`config.mk`:
```
export PLATFORM = sky130hd
export DESIGN_NAME = recip_round_pack
export DESIGN_NICKNAME = d
export VERILOG_FILES = /design/src/rtl/recip_round_pack.sv
export SDC_FILE = /design/constraint.sdc
export NUM_CORES = 1
export LEC_CHECK = 0
export ABC_CLOCK_PERIOD_IN_PS = 2200
export CORE_ASPECT_RATIO = 0.7
export CORE_MARGIN = 1
export CORE_UTILIZATION = 33
export DETAILED_ROUTE_END_ITERATION = 7
export PLACE_DENSITY = 0.68
export SYNTH_ARGS = -nofsm -noshare
export SYNTH_HDL_FRONTEND = slang
export SYNTH_SLANG_ARGS = --single-unit
export TNS_END_PERCENT = 30
```
`constraint.sdc`:
```
create_clock -name clk -period 2.2 [get_ports clk]
set_input_delay 0.22 -clock clk [delete_from_list [all_inputs] [get_ports clk]]
set_output_delay 0.22 -clock clk [all_outputs]
set_load 0.05 [all_outputs]
```
`src/rtl/recip_round_pack.sv`:
```
// -----------------------------------------------------------------------------
// recip_round_pack
//   Final stage of an IEEE-754 reciprocal unit. Takes the raw reciprocal
//   significand from the iterative divider, normalizes and rounds it
//   (round-to-nearest-even), resolves special operands, and packs the result.
//   Two-stage elastic pipeline with valid/ready handshakes on both sides:
//     S1: normalize, round, classify
//     S2: exponent adjust, pack, hold output until downstream accepts
//
// Parameters
//   sig_width  fraction bits of the IEEE format
//   exp_width  exponent bits (bias = 2^(exp_width-1)-1)
//
// Ports
//   clk, reset                  clock, asynchronous active-high reset
//   in_valid / in_ready         upstream handshake
//   sign_in, exp_in, frac_in    original operand fields (frac only for NaN/Inf)
//   quotient                    reciprocal significand, MSB weight 2^0, (0.5,1]
//   guard_bit, round_bit,
//   sticky_bit                  bits below the quotient LSB
//   out_valid / out_ready       downstream handshake
//   result                      packed {sign, exp, frac}
//   flag_inexact, flag_underflow,
//   flag_divzero                exception flags, valid with result
// -----------------------------------------------------------------------------
module recip_round_pack #(
    parameter int sig_width = 23,
    parameter int exp_width = 8
) (
    input  logic                           clk,
    input  logic                           reset,
    input  logic                           in_valid,
    output logic                           in_ready,
    input  logic                           sign_in,
    input  logic [exp_width-1:0]           exp_in,
    input  logic [sig_width-1:0]           frac_in,
    input  logic [sig_width:0]             quotient,
    input  logic                           guard_bit,
    input  logic                           round_bit,
    input  logic                           sticky_bit,
    output logic                           out_valid,
    input  logic                           out_ready,
    output logic [exp_width+sig_width:0]   result,
    output logic                           flag_inexact,
    output logic                           flag_underflow,
    output logic                           flag_divzero
);

    // Exponent arithmetic carries two extra bits: one for sign, one headroom.
    localparam int ew2 = exp_width + 2;
    localparam logic signed [ew2-1:0] two_bias = ew2'((2 ** exp_width) - 2);

    // ---------------------------------------------------------------- handshake
    logic s1_valid, s2_valid;
    logic advance;   // S2 is empty or draining this cycle, so S1 may move up
    logic take;

    assign advance   = ~s2_valid | out_ready;
    assign in_ready  = ~s1_valid | advance;
    assign take      = in_valid & in_ready;
    assign out_valid = s2_valid;

    // ------------------------------------------------ S1 combinational datapath
    logic                  case_b;    // quotient < 1.0, shift left by one
    logic [sig_width:0]    mant;
    logic                  g, s;
    logic                  round_up;
    logic [sig_width+1:0]  mant_sum;
    logic signed [ew2-1:0] e_pre;
    logic                  is_nan, is_inf, is_zero;

    // NOTE: every always_comb output gets a value on every path (here, by
    // assigning defaults first) so no latch is inferred.
    always_comb begin
        case_b = ~quotient[sig_width];
        mant   = quotient;
        g      = guard_bit;
        s      = round_bit | sticky_bit;
        if (case_b) begin
            mant = {quotient[sig_width-1:0], guard_bit};
            g    = round_bit;
            s    = sticky_bit;
        end
    end

    assign round_up = g & (mant[0] | s);
    assign mant_sum = {1'b0, mant} + {{(sig_width+1){1'b0}}, round_up};
    assign e_pre    = two_bias - $signed({2'b00, exp_in})
                               - $signed({{(ew2-1){1'b0}}, case_b});

    assign is_nan  = (&exp_in) & (|frac_in);
    assign is_inf  = (&exp_in) & ~(|frac_in);
    assign is_zero = ~(|exp_in);

    // --------------------------------------------------------------- S1 state
    logic                  s1_sign, s1_nan, s1_inf, s1_zero;
    logic                  s1_carry, s1_inexact;
    logic signed [ew2-1:0] s1_exp;
    logic [sig_width-1:0]  s1_frac;

    // NOTE: sequential state uses non-blocking assignments so every register
    // samples the pre-edge values regardless of statement order.
    always_ff @(posedge clk or posedge reset) begin
        if (reset) begin
            s1_valid   <= 1'b0;
            s1_sign    <= 1'b0;
            s1_nan     <= 1'b0;
            s1_inf     <= 1'b0;
            s1_zero    <= 1'b0;
            s1_carry   <= 1'b0;
            s1_inexact <= 1'b0;
            s1_exp     <= '0;
            s1_frac    <= '0;
        end else if (take) begin
            s1_valid   <= 1'b1;
            s1_sign    <= sign_in;
            s1_nan     <= is_nan;
            s1_inf     <= is_inf;
            s1_zero    <= is_zero;
            // A carry out of the mantissa leaves the low bits all zero,
            // i.e. the mantissa is already 1.0; only the exponent moves.
            s1_carry   <= mant_sum[sig_width+1];
            s1_inexact <= g | s;
            s1_exp     <= e_pre;
            s1_frac    <= mant_sum[sig_width-1:0];
        end else if (advance) begin
            s1_valid   <= 1'b0;
        end
    end

    // ------------------------------------------------ S2 combinational packing
    logic signed [ew2-1:0]        e_fin;
    logic [exp_width+sig_width:0] pack;
    logic                         pk_inexact, pk_underflow, pk_divzero;

    assign e_fin = s1_exp + $signed({{(ew2-1){1'b0}}, s1_carry});

    // Priority: NaN > Inf > zero > normal (with underflow flush).
    always_comb begin
        pack         = {s1_sign, e_fin[exp_width-1:0], s1_frac};
        pk_inexact   = s1_inexact;
        pk_underflow = 1'b0;
        pk_divzero   = 1'b0;
        if (s1_nan) begin
            pack       = {1'b0, {exp_width{1'b1}}, 1'b1, {(sig_width-1){1'b0}}};
            pk_inexact = 1'b0;
        end else if (s1_inf) begin
            pack       = {s1_sign, {(exp_width+sig_width){1'b0}}};
            pk_inexact = 1'b0;
        end else if (s1_zero) begin
            pack       = {s1_sign, {exp_width{1'b1}}, {sig_width{1'b0}}};
            pk_inexact = 1'b0;
            pk_divzero = 1'b1;
        end else if (e_fin <= 0) begin
            pack         = {s1_sign, {(exp_width+sig_width){1'b0}}};
            pk_inexact   = 1'b1;
            pk_underflow = 1'b1;
        end
    end

    // --------------------------------------------------------------- S2 state
    // NOTE: the output data registers are reset as well, because the result
    // and flags must read zero while reset is held.
    always_ff @(posedge clk or posedge reset) begin
        if (reset) begin
            s2_valid       <= 1'b0;
            result         <= '0;
            flag_inexact   <= 1'b0;
            flag_underflow <= 1'b0;
            flag_divzero   <= 1'b0;
        end else if (advance) begin
            s2_valid <= s1_valid;
            if (s1_valid) begin
                result         <= pack;
                flag_inexact   <= pk_inexact;
                flag_underflow <= pk_underflow;
                flag_divzero   <= pk_divzero;
            end
        end
    end

endmodule

```
# Word-level counts from Yosys, hierarchy flattened
# Index checks and enable logic that the tools add are counted.
[word_totals] regBits=76 in_bits=63 output_inout_bits=37
[op_classes] n_addsub=4 magnitude_cmp=1 n_mux=20 bitwise_logic=14 n_reduce_logical=5
[op_table] cell="31-bit 2-to-1 mux" n=3
[op_table] cell="32-bit 2-to-1 mux" n=1
[op_table] cell="24-bit by 1-bit adder with 25-bit output" n=1
[op_table] cell="24-bit 2-to-1 mux" n=1
[op_table] cell="23-bit OR reduction" n=1
[op_table] cell="1-bit 2-to-1 mux" n=15
[op_table] cell="10-bit by 2-bit adder with 10-bit output" n=1
[op_table] cell="10-bit by 1-bit <= comparator with 1-bit output (second input constant)" n=1
[op_table] cell="9-bit by 2-bit subtractor with 10-bit output" n=1
[op_table] cell="8-bit by 8-bit subtractor with 9-bit output (first input constant)" n=1
[op_table] cell="8-bit AND reduction" n=1
[op_table] cell="8-bit OR reduction" n=1
[op_table] cell="1-bit NOT" n=5
[op_table] cell="1-bit bitwise OR" n=5
[op_table] cell="1-bit bitwise AND" n=4
[op_table] cell="2-bit AND reduction" n=1
[op_table] cell="2-bit nonzero test" n=1

# Depth between registers and ports, before layout
# Gate-level depths: netlist (run 1).
[depth] word_depth=6 depth_mapped=12

# Worst setup path after synthesis (run 1)
# No wires, ideal clock.
[synth_path] kind="in2reg" from="input quotient[23]" to="register s1_frac[14]" setup_ps=76 arrival_time_ps=2683 t_required_ps=2124 slack_ps=-560 stages=12 cell_sequence="buf_6 -> buf_2 -> buf_2 -> clkbuf_1 -> nand2_1 -> a21boi_0 -> ha_1 -> nand3_1 -> nor4b_4 -> nand3b_1 -> a221o_1 -> o21ai_1"
[synth_between] elab_chain_cells=4 elab_cells_between_ends=6 cone_classes="add/sub (1); mux (3); bitwise (2)"
[synth_lines] element="from (decl)" line_no="37" text="input logic [sig_width:0] quotient,"
[synth_lines] element="24-bit 2-to-1 mux or 1-bit 2-to-1 mux (tied branches)" line_no="79" text="if (case_b) begin"
[synth_lines] element="1-bit bitwise OR" line_no="86" text="assign round_up = g & (mant[0] | s);"
[synth_lines] element="1-bit bitwise AND" line_no="86"
[synth_lines] element="24-bit by 1-bit adder with 25-bit output (*)" line_no="87" text="assign mant_sum = {1'b0, mant} + {{(sig_width+1){1'b0}}, round_up};"
[synth_lines] element="to (signal assigned)" line_no="125" text="s1_frac <= mant_sum[sig_width-1:0];"
[synth_lines] element="to (decl)" line_no="99" text="logic [sig_width-1:0] s1_frac;"
# Every way passes the cells marked *; elsewhere a longest branch is shown, timed or not.
# A chain may end at the register's enable or synchronous reset.

# Final worst setup path (run 1)
[layout_path] from="register s1_carry" to="register result[19]"
[layout_between] elab_chain_cells=6
[layout_lines] element="from (decl)" line_no="97" text="logic s1_carry, s1_inexact;"
[layout_lines] element="from (signal assigned)" line_no="122" text="s1_carry <= mant_sum[sig_width+1];"
[layout_lines] element="10-bit by 2-bit adder with 10-bit output" line_no="136" text="assign e_fin = s1_exp + $signed({{(ew2-1){1'b0}}, s1_carry});"
[layout_lines] element="10-bit by 1-bit <= comparator with 1-bit output" line_no="154" text="end else if (e_fin <= 0) begin"
[layout_lines] element="31-bit 2-to-1 mux" line_no="154"
[layout_lines] element="31-bit 2-to-1 mux" line_no="150" text="end else if (s1_zero) begin"
[layout_lines] element="31-bit 2-to-1 mux" line_no="147" text="end else if (s1_inf) begin"
[layout_lines] element="32-bit 2-to-1 mux" line_no="144" text="if (s1_nan) begin"
[layout_lines] element="to (signal assigned)" line_no="174" text="result <= pack;"
[layout_lines] element="to (decl)" line_no="43" text="output logic [exp_width+sig_width:0] result,"
# Every way passes these cells.

==> results.sh, run 1 <==
export IMPL_status="complete, no violations"
export IMPL_synth_top_family_by_area="compound AO/OA/AOI/OAI gates"
export IMPL_placed_area_um2=6190
export IMPL_antenna_left=0
export IMPL_layout_min_cycle_time_ps=2130
export IMPL_synth_top_area_share=0.414
export IMPL_yosysMostFrequentCell="dfrtp_1"
export IMPL_start_util=0.344
export IMPL_synthCells=498
export IMPL_antenna_found_initial=0
export IMPL_layout_nets=710
export IMPL_largest_reg_flops=32
export IMPL_ys_top_cells_by_count="dfrtp_1, nand2_1, o21ai_0, nor2_1, xnor2_1"
export IMPL_die_h_um=101
export IMPL_root_buffer="clkbuf_16"
export IMPL_reg2reg_depth=8
export IMPL_drt_initial_drc_count=240
export IMPL_dp_hpwl_um=9800
export IMPL_viasPerCell=5.12
export IMPL_ys_seq_elements=76
export IMPL_maxCapViolations=0
export IMPL_drcViolationCount=0
export IMPL_place_inst=814
export IMPL_power_density_nw_per_um2=770
export IMPL_async_flop_share=1.00
export IMPL_ctsLongestPathBuffers=2
export IMPL_cts_tree="yes"
export IMPL_final_cell_area_um2=6540
export IMPL_grt_max_degree=58
export IMPL_synth_distinct_cells=60
export IMPL_crit_path_cell_trace="ha_2 > ha_1 > nor2_1 > nand2_1 > o41ai_4 > a211oi_2 > buf_12 > a22o_1"
export IMPL_cts_htree_levels=3
export IMPL_drive_above_1_share=0.166
export IMPL_critPathCaptureType="flip-flop"
export IMPL_top_regs="result: 32 flops, s1_frac: 23 flops, s1_exp: 10 flops"
export IMPL_finalPower_w=0.00503
export IMPL_area_growth_pct=42.2
export IMPL_yosys_warnings=0
export IMPL_post_drt_wl_per_cell_um=15.5
export IMPL_yosys_area_share_simple=0.201
export IMPL_syn_cell_area_um2=4600
export IMPL_maxSlewHeadroom=0.656
export IMPL_synth_xor_area_share=0.0705
export IMPL_first_pass_iters=4
export IMPL_hold_viol_final=0
export IMPL_path_class="flip-flop to flip-flop"
export IMPL_cp_depth=8
export IMPL_cp_required_ps=2420
export IMPL_setup_viol=0
export IMPL_arrival_ps=2350
export IMPL_gp_congestion=0.862
export IMPL_top_register="result"
export IMPL_startpoint_type="flip-flop"
export IMPL_vias=4252
export IMPL_synthFlopType="dfrtp_1"
export IMPL_synthMuxAreaShare=0.0422
export IMPL_avgSynthCellArea_um2=9.23
export IMPL_fin_crit_sh=0.968
export IMPL_numCtsBuffers=9
export IMPL_grtUsageTotal=0.189
export IMPL_design_core_area_um2=13400
export IMPL_timing_fmax_ghz=0.469
export IMPL_fillers=1233
export IMPL_die_w_um=143
export IMPL_holdCritPathClass="primary input to async pin"
export IMPL_crit_fanout=22
export IMPL_yosys_area_top_type="dfrtp_1"
export IMPL_synth_fa_ha_area_frac=0.0191
export IMPL_io_buffers=99
export IMPL_cp_slowest_stage_delay_ps=400
export IMPL_worst_slew_pin_slew_ps=515
export IMPL_first_global_vias=4259
export IMPL_synth_edff_count=0
export IMPL_critPathSlowestCell="dfrtp_1"
export IMPL_postCtsHoldBufs=0
export IMPL_p_leak_nw=2.77
export IMPL_synth_seq_area_share=0.414
export IMPL_row_count=35
export IMPL_cts_sinks=76
export IMPL_stdcell_count=830
export IMPL_hold_worst_slack_ps=262
export IMPL_finalMaxSlewViolations=0
export IMPL_synth_area_leaders="dfrtp_1, nand2_1, xnor2_1, a22o_1, o21ai_0"
export IMPL_cp_top_family="compound AO/OA/AOI/OAI gates"
export IMPL_n_antenna_cell=0
export IMPL_clk_pin_slew_worst_paths_ps=60
export IMPL_synthesis_nets=568
export IMPL_io_pins=100
export IMPL_peakVddDrop_mv=0.434
export IMPL_insertion_delay_ps=330
export IMPL_grt_overflow=0
export IMPL_wl_um=12800
export IMPL_timing_critical_path_buf_inv=1
export IMPL_dieArea_um2=14400
export IMPL_grt_pass1_wl_um=21300
export IMPL_clock_skew_ps=6.93
export IMPL_synth_compound_area_frac=0.209
-- cells by family after synthesis --
kind of cell / Yosys count
AO/OA/AOI/OAI: 134
XOR/XNOR: 37
adder cells (fa/ha/maj): 7
buffers and inverters: 44
flip-flops: 76
multiplexers: 19
AND/OR/NAND/NOR: 181
-- cell usage in the layout (no fill, tap or decap), drive strengths merged, types with 5 or more instances in the layout --
| cell | instances |
|---|---|
| clkbuf | 9 |
| mux2i | 16 |
| xor2 | 12 |
| a21oi | 16 |
| nor2 | 27 |
| or3 | 5 |
| nand2b | 11 |
| xnor2 | 25 |
| nand4 | 7 |
| a21boi | 9 |
| nor4 | 7 |
| nor3 | 5 |
| clkdlybuf4s50 | 97 |
| a211oi | 6 |
| nand3b | 7 |
| buf | 65 |
| a22o | 24 |
| dfrtp | 76 |
| o21ai | 41 |
| nand2 | 69 |
| nand3 | 26 |
| inv | 11 |
| o22ai | 8 |
| ha | 7 |
-- layout make-up --
class | count | area (um^2) | area share
clock buffer | 9 | 225 | 0.0345
clock inverter | 7 | 91.3 | 0.0140
inverter | 12 | 48.8 | 0.00747
multi-input combinational | 378 | 2540 | 0.388
sequential | 76 | 1900 | 0.291
tap | 185 | 231 | 0.0354
timing repair buffer | 163 | 1500 | 0.230
-- per-layer routing --
layer | routed length (um) | track usage | up-vias
li1 | - | - | 2089
met1 | 6490 | 0.265 | 2061
met2 | 5740 | 0.291 | 94
met3 | 497 | 0.0399 | 8
met4 | 119 | 0.0546 | 0
met5 | 0 | 0 | -
-- path summary, 6_finish.rpt --
check,from,to,slack [ps]
setup / recovery,s1_carry,result[19],70
hold / removal,reset,result[0],260
setup reg to reg,s1_carry,result[19],70
hold reg to reg,result[31],result[31],470
max in group asynchronous,reset,out_valid,1300
min in group clk,sign_in,s1_sign,430
-- where the power goes --
group	internal (W)	switching, W
Sequential	0.00163	0.000181
Clock	0.000989	0.000586
Combinational	0.000670	0.000975
-- what timing repair did --
action / 4_1_cts / 5_1_grt
buffers inserted: 0 / 0
setup endpoints to repair: 0 / 31
resized for setup: 0 / 7
-- metrics by stage --
| step | worst slack (ps) | utilization | setup TNS [ps] |
|---|---|---|---|
| floorplan | -88.2 | - | -88.2 |
| global placement | -217 | 0.464 | -3160 |
| detailed placement | -329 | 0.464 | -4680 |
| CTS | 16.3 | 0.487 | 0 |
| global route | -18.3 | 0.489 | -154 |
| finish | 70.0 | 0.489 | 0 |
-- worst register-to-register path: stages (launching register included) --
cell and delay, ps:
dfrtp_1 400, ha_2 210, ha_1 350, nor2_1 110, nand2_1 110, o41ai_4 310
a211oi_2 150, buf_12 190, a22o_1 190
Note: power is estimated with default switching activity, not from simulation.
==> run 2: changes to the inputs <==
--- a/config.mk
+++ b/config.mk
@@ -5,6 +5,7 @@
 export SDC_FILE = /design/constraint.sdc
 export NUM_CORES = 1
 export LEC_CHECK = 0
+export ABC_AREA = 1
 export ABC_CLOCK_PERIOD_IN_PS = 2200
 export CORE_ASPECT_RATIO = 0.7
 export CORE_MARGIN = 1
==> results.sh, run 2 <==
export IMPL_path_class="flip-flop to flip-flop"
export IMPL_die_w_um=148
export IMPL_gp_congestion=0.945
export IMPL_antenna_left=0
export IMPL_avgSynthCellArea_um2=6.80
export IMPL_hold_viol_final=0
export IMPL_start_util=0.345
export IMPL_peakVddDrop_mv=0.437
export IMPL_finalPower_w=0.00555
export IMPL_synth_distinct_cells=34
export IMPL_cp_required_ps=2410
export IMPL_fin_setup_tns_ps=0
export IMPL_synth_edff_count=0
export IMPL_critPathCaptureType="flip-flop"
export IMPL_clk_pin_slew_worst_paths_ps=60
export IMPL_drt_initial_drc_count=330
export IMPL_viasPerCell=4.65
export IMPL_grt_max_degree=44
export IMPL_wl_um=13200
export IMPL_holdCritPathClass="primary input to async pin"
export IMPL_drcViolationCount=0
export IMPL_critPathSlowestCell="dfrtp_1"
export IMPL_worst_slew_pin_slew_ps=522
export IMPL_grt_overflow=0
export IMPL_yosys_area_top_type="dfrtp_1"
export IMPL_synthesis_nets=789
export IMPL_top_regs="result: 32 flops, s1_frac: 23 flops, s1_exp: 10 flops"
export IMPL_vias=4731
export IMPL_n_antenna_cell=0
export IMPL_grt_pass1_wl_um=22300
export IMPL_postCtsHoldBufs=0
export IMPL_grt_setup_unrepaired="no"
export IMPL_first_pass_iters=5
export IMPL_finalMaxSlewViolations=0
export IMPL_fin_crit_sh=0.914
export IMPL_ys_seq_elements=76
export IMPL_startpoint_type="flip-flop"
export IMPL_crit_fanout=23
export IMPL_synth_top_area_share=0.389
export IMPL_die_h_um=104
export IMPL_ys_top_cells_by_count="nand2_1, dfrtp_1, inv_1, nor2_1, nand3_1"
export IMPL_row_count=36
export IMPL_layout_min_cycle_time_ps=2010
export IMPL_cts_resized=0
export IMPL_root_buffer="clkbuf_16"
export IMPL_ctsLongestPathBuffers=2
export IMPL_dieArea_um2=15300
export IMPL_timing_fmax_ghz=0.497
export IMPL_grtUsageTotal=0.184
export IMPL_cts_sinks=76
export IMPL_regToRegSetupSlack_ps=190
export IMPL_layout_nets=892
export IMPL_drive_above_1_share=0.0955
export IMPL_post_cts_buffers=0
export IMPL_r2r_end="result[1]"
export IMPL_first_global_vias=4264
export IMPL_dp_hpwl_um=10600
export IMPL_p_leak_nw=3.07
export IMPL_insertion_delay_ps=330
export IMPL_final_util=0.456
export IMPL_async_flop_share=1.00
export IMPL_io_pins=100
export IMPL_timing_critical_path_buf_inv=0
export IMPL_synth_area_leaders="dfrtp_1, nand2_1, inv_1, nor2_1, nand3_1"
export IMPL_maxSlewHeadroom=0.651
export IMPL_cts_tree="yes"
export IMPL_arrival_ps=2220
export IMPL_synth_seq_area_share=0.389
export IMPL_yosys_warnings=0
export IMPL_io_buffers=99
export IMPL_clock_skew_ps=6.54
export IMPL_largest_reg_flops=32
export IMPL_crit_path_cell_trace="ha_1 > ha_1 > nor2_1 > nand3_1 > nor2_1 > nand2_1 > nor2_2 > nand2_4 > nand2_4 > o21ai_0"
export IMPL_setup_viol=0
export IMPL_yosysMostFrequentCell="nand2_1"
export IMPL_reg2reg_depth=10
export IMPL_layout_common_cells="nand2_1, clkdlybuf4s50_1, dfrtp_1"
export IMPL_timing_rr_start="s1_carry"
export IMPL_design_core_area_um2=14200
export IMPL_cp_top_family="simple AND/OR/NAND/NOR gates"
export IMPL_power_density_nw_per_um2=857
export IMPL_layout_commonest_cell="nand2_1"
export IMPL_syn_cell_area_um2=4890
export IMPL_antenna_found_initial=0
export IMPL_status="complete, no violations"
export IMPL_synthCells=719
export IMPL_cp_slowest_stage_delay_ps=380
export IMPL_cts_htree_levels=3
export IMPL_synthFlopType="dfrtp_1"
export IMPL_top_register="result"
export IMPL_area_growth_pct=32.3
export IMPL_maxCapViolations=0
export IMPL_numCtsBuffers=9
export IMPL_post_drt_wl_per_cell_um=12.9
[run 2: worst max-delay path by stage]
stage	startpoint	end	slack [ps]	cells after the start
floorplan	reset	flag_divzero	40	1
global placement	exp_in[0]	s1_exp[8]	180	12
detailed placement	exp_in[0]	s1_exp[8]	160	12
CTS	s1_carry	result[1]	190	10
global route	s1_exp[0]	result[0]	3	11
finish	s1_carry	result[1]	190	10
[run 2: layout make-up]
cell class                      instances  area (um^2)
Fill cell                            1452         7720
Sequential cell                        76         1900
Clock inverter                          5         83.8
Inverter                               69          262
Clock buffer                           11          243
Timing Repair Buffer                  116         1160
Tap cell                              190          238
Multi-Input combinational cell        550         2580
[run 2: cells by family (layout without fill, tap and decap cells)]
logic type,count (synthesis),in the layout,share of synthesized area
AOI/OAI and AO/OA,82,82,0.0926
DFF,76,76,0.389
xor gates and xnor gates,9,9,0.0161
and+or+nand+nor,452,452,0.400
buffers and inverters,93,201,0.0844
adders and majority gates,7,7,0.0179
[run 2: report_power, final]
| part | switching, W | total [W] | internal [W] |
|---|---|---|---|
| Sequential | 0.000213 | 0.00190 | 0.00169 |
| Combinational | 0.00133 | 0.00205 | 0.000716 |
| Clock | 0.000572 | 0.00160 | 0.00103 |
| Total | 0.00212 | 0.00555 | 0.00343 |
[run 2: per-stage QoR]
step           worst slack [ps]  instances  hold WS (ps)  area (um^2)
2_1_floorplan              41.7        719           330         4900
3_3_place_gp                183       1001           470         6140
3_5_place_dp                162       1001           470         6140
4_1_cts                     193       1017           226         6470
5_1_grt                    3.25       1017           266         6470
6_report                    189       1017           225         6470
[run 2: routing by layer]
| metal | GRT usage | vias to the layer above | wire [um] |
|---|---|---|---|
| li1 | - | 2494 | - |
| met1 | 0.320 | 2063 | 7680 |
| met2 | 0.210 | 165 | 4290 |
| met3 | 0.0421 | 9 | 1070 |
| met4 | 0.0486 | 0 | 133 |
| met5 | 0 | - | 0 |
[run 2: worst register-to-register path: stages (launching register included)]
cell and delay [ps]:
dfrtp_1 380, ha_1 240, ha_1 340, nor2_1 100
nand3_1 80, nor2_1 100, nand2_1 60, nor2_2 120
nand2_4 100, nand2_4 240, o21ai_0 130
==> RTL change (settings of run 1) <==
`sig_width`: 23 -> 31.
--- a/src/rtl/recip_round_pack.sv
+++ b/src/rtl/recip_round_pack.sv
@@ -24,7 +24,7 @@
 //   flag_divzero                exception flags, valid with result
 // -----------------------------------------------------------------------------
 module recip_round_pack #(
-    parameter int sig_width = 23,
+    parameter int sig_width = 31,
     parameter int exp_width = 8
 ) (
     input  logic                           clk,
Interface: changed (resized frac_in, quotient and result); port bits go from 100 to 124. The function was not compared with the original's and may differ.
==> RTL change against run 1 <==
- the run now ends with negative setup slack left
- routed wire length increased by 23%
- synthesized area increased by 17%
- cell count increased by 13%
- worst setup slack got worse by 0.099 ns
- power increased by 15%
- sequential cell count increased by 16
- final area increased by 16%
- critical path type unchanged
==> RTL change: results <==
INSERT INTO impl_metrics (metric_group, metric, value, unit) VALUES
('timing', 'worst_clock_skew', '0.00712', 'ns'),
('worst_setup_path', 'timing.critical_path.slowest_cell_delay', '0.42', 'ns'),
('placed_design', 'routabilityCongestion', '0.901', ''),
('power_and_ir_drop', 'vdd_drop_max', '441', 'uV'),
('run_status', 'run_status', 'complete, but fails checks', ''),
('finish', 'largest_reg_flops', '40', ''),
('placed_design', 'post-place-cells', '917', ''),
('worst_setup_path', 'crit_path_max_fanout', '15', ''),
('clocking', 'post_cts_buffers', '1', ''),
('timing', 'final.setup.worst_slack', '-0.0285', 'ns'),
('finish', 'seqCellArea', '2300', 'um2'),
('finish', 'layoutNonFillerInstCount', '936', ''),
('finish', 'area_used_by_multi_input_combinational_logic', '2920', 'um2'),
('synth', 'ys_top_cells_by_count', 'sky130_fd_sc_hd__dfrtp_1, sky130_fd_sc_hd__nand2_1, sky130_fd_sc_hd__o21ai_0', ''),
('power_and_ir_drop', 'p_per_area', '762', 'nW/um2'),
('run_status', 'violations', 'negative setup slack', ''),
('synth', 'mappedNetlistNets', '654', ''),
('synth', 'synthTopCellsByArea', 'sky130_fd_sc_hd__dfrtp_1, sky130_fd_sc_hd__a22o_1, sky130_fd_sc_hd__mux2i_1', ''),
('finish', 'fillCellCount', '1445', ''),
('power_and_ir_drop', 'leakagePower', '0.00316', 'uW'),
('clocking', 'cts_repair_resize_count', '5', ''),
('finish', 'non_clock_inverter_count', '10', ''),
('finish', 'nonClockBufferCount', '188', ''),
('placed_design', 'detailedPlace.worstSlack', '-0.266', 'ns'),
('timing', 'setup_viol_count_final', '15', '');
[RTL change: cell types whose count changed after synthesis, sizes merged, moves of 5 or more]
cell / delta
xor2: +9
nand4: +15
mux2i: +10
nand3b: -5
a211oi: -5
a22o: +6
a21oi: -6
and3: +8
nor3: +8
clkbuf: +7
nand2b: -6
dfrtp: +16
[RTL change: cell families after synthesis]
family | Yosys count | synth area share (%)
compound gates | 129 | 17.2
xor+xnor | 48 | 7.83
fa+ha+maj | 8 | 1.86
buf+inv | 45 | 4.01
flops | 92 | 42.9
mux | 29 | 5.68
simple gates | 216 | 20.5
[RTL change: routing by layer]
layer,track usage (%),wire length (um),vias up
li1,-,-,2412
met1,27.0,7780,2408
met2,30.4,6970,177
met3,4.25,915,18
met4,5.73,193,0
met5,0,0,-
[RTL change: where the power goes]
part | leakage [uW] | internal (uW) | switching (uW)
combinational | 0.00188 | 810 | 1190
clock | 0.000149 | 939 | 642
sequential | 0.00114 | 1980 | 212
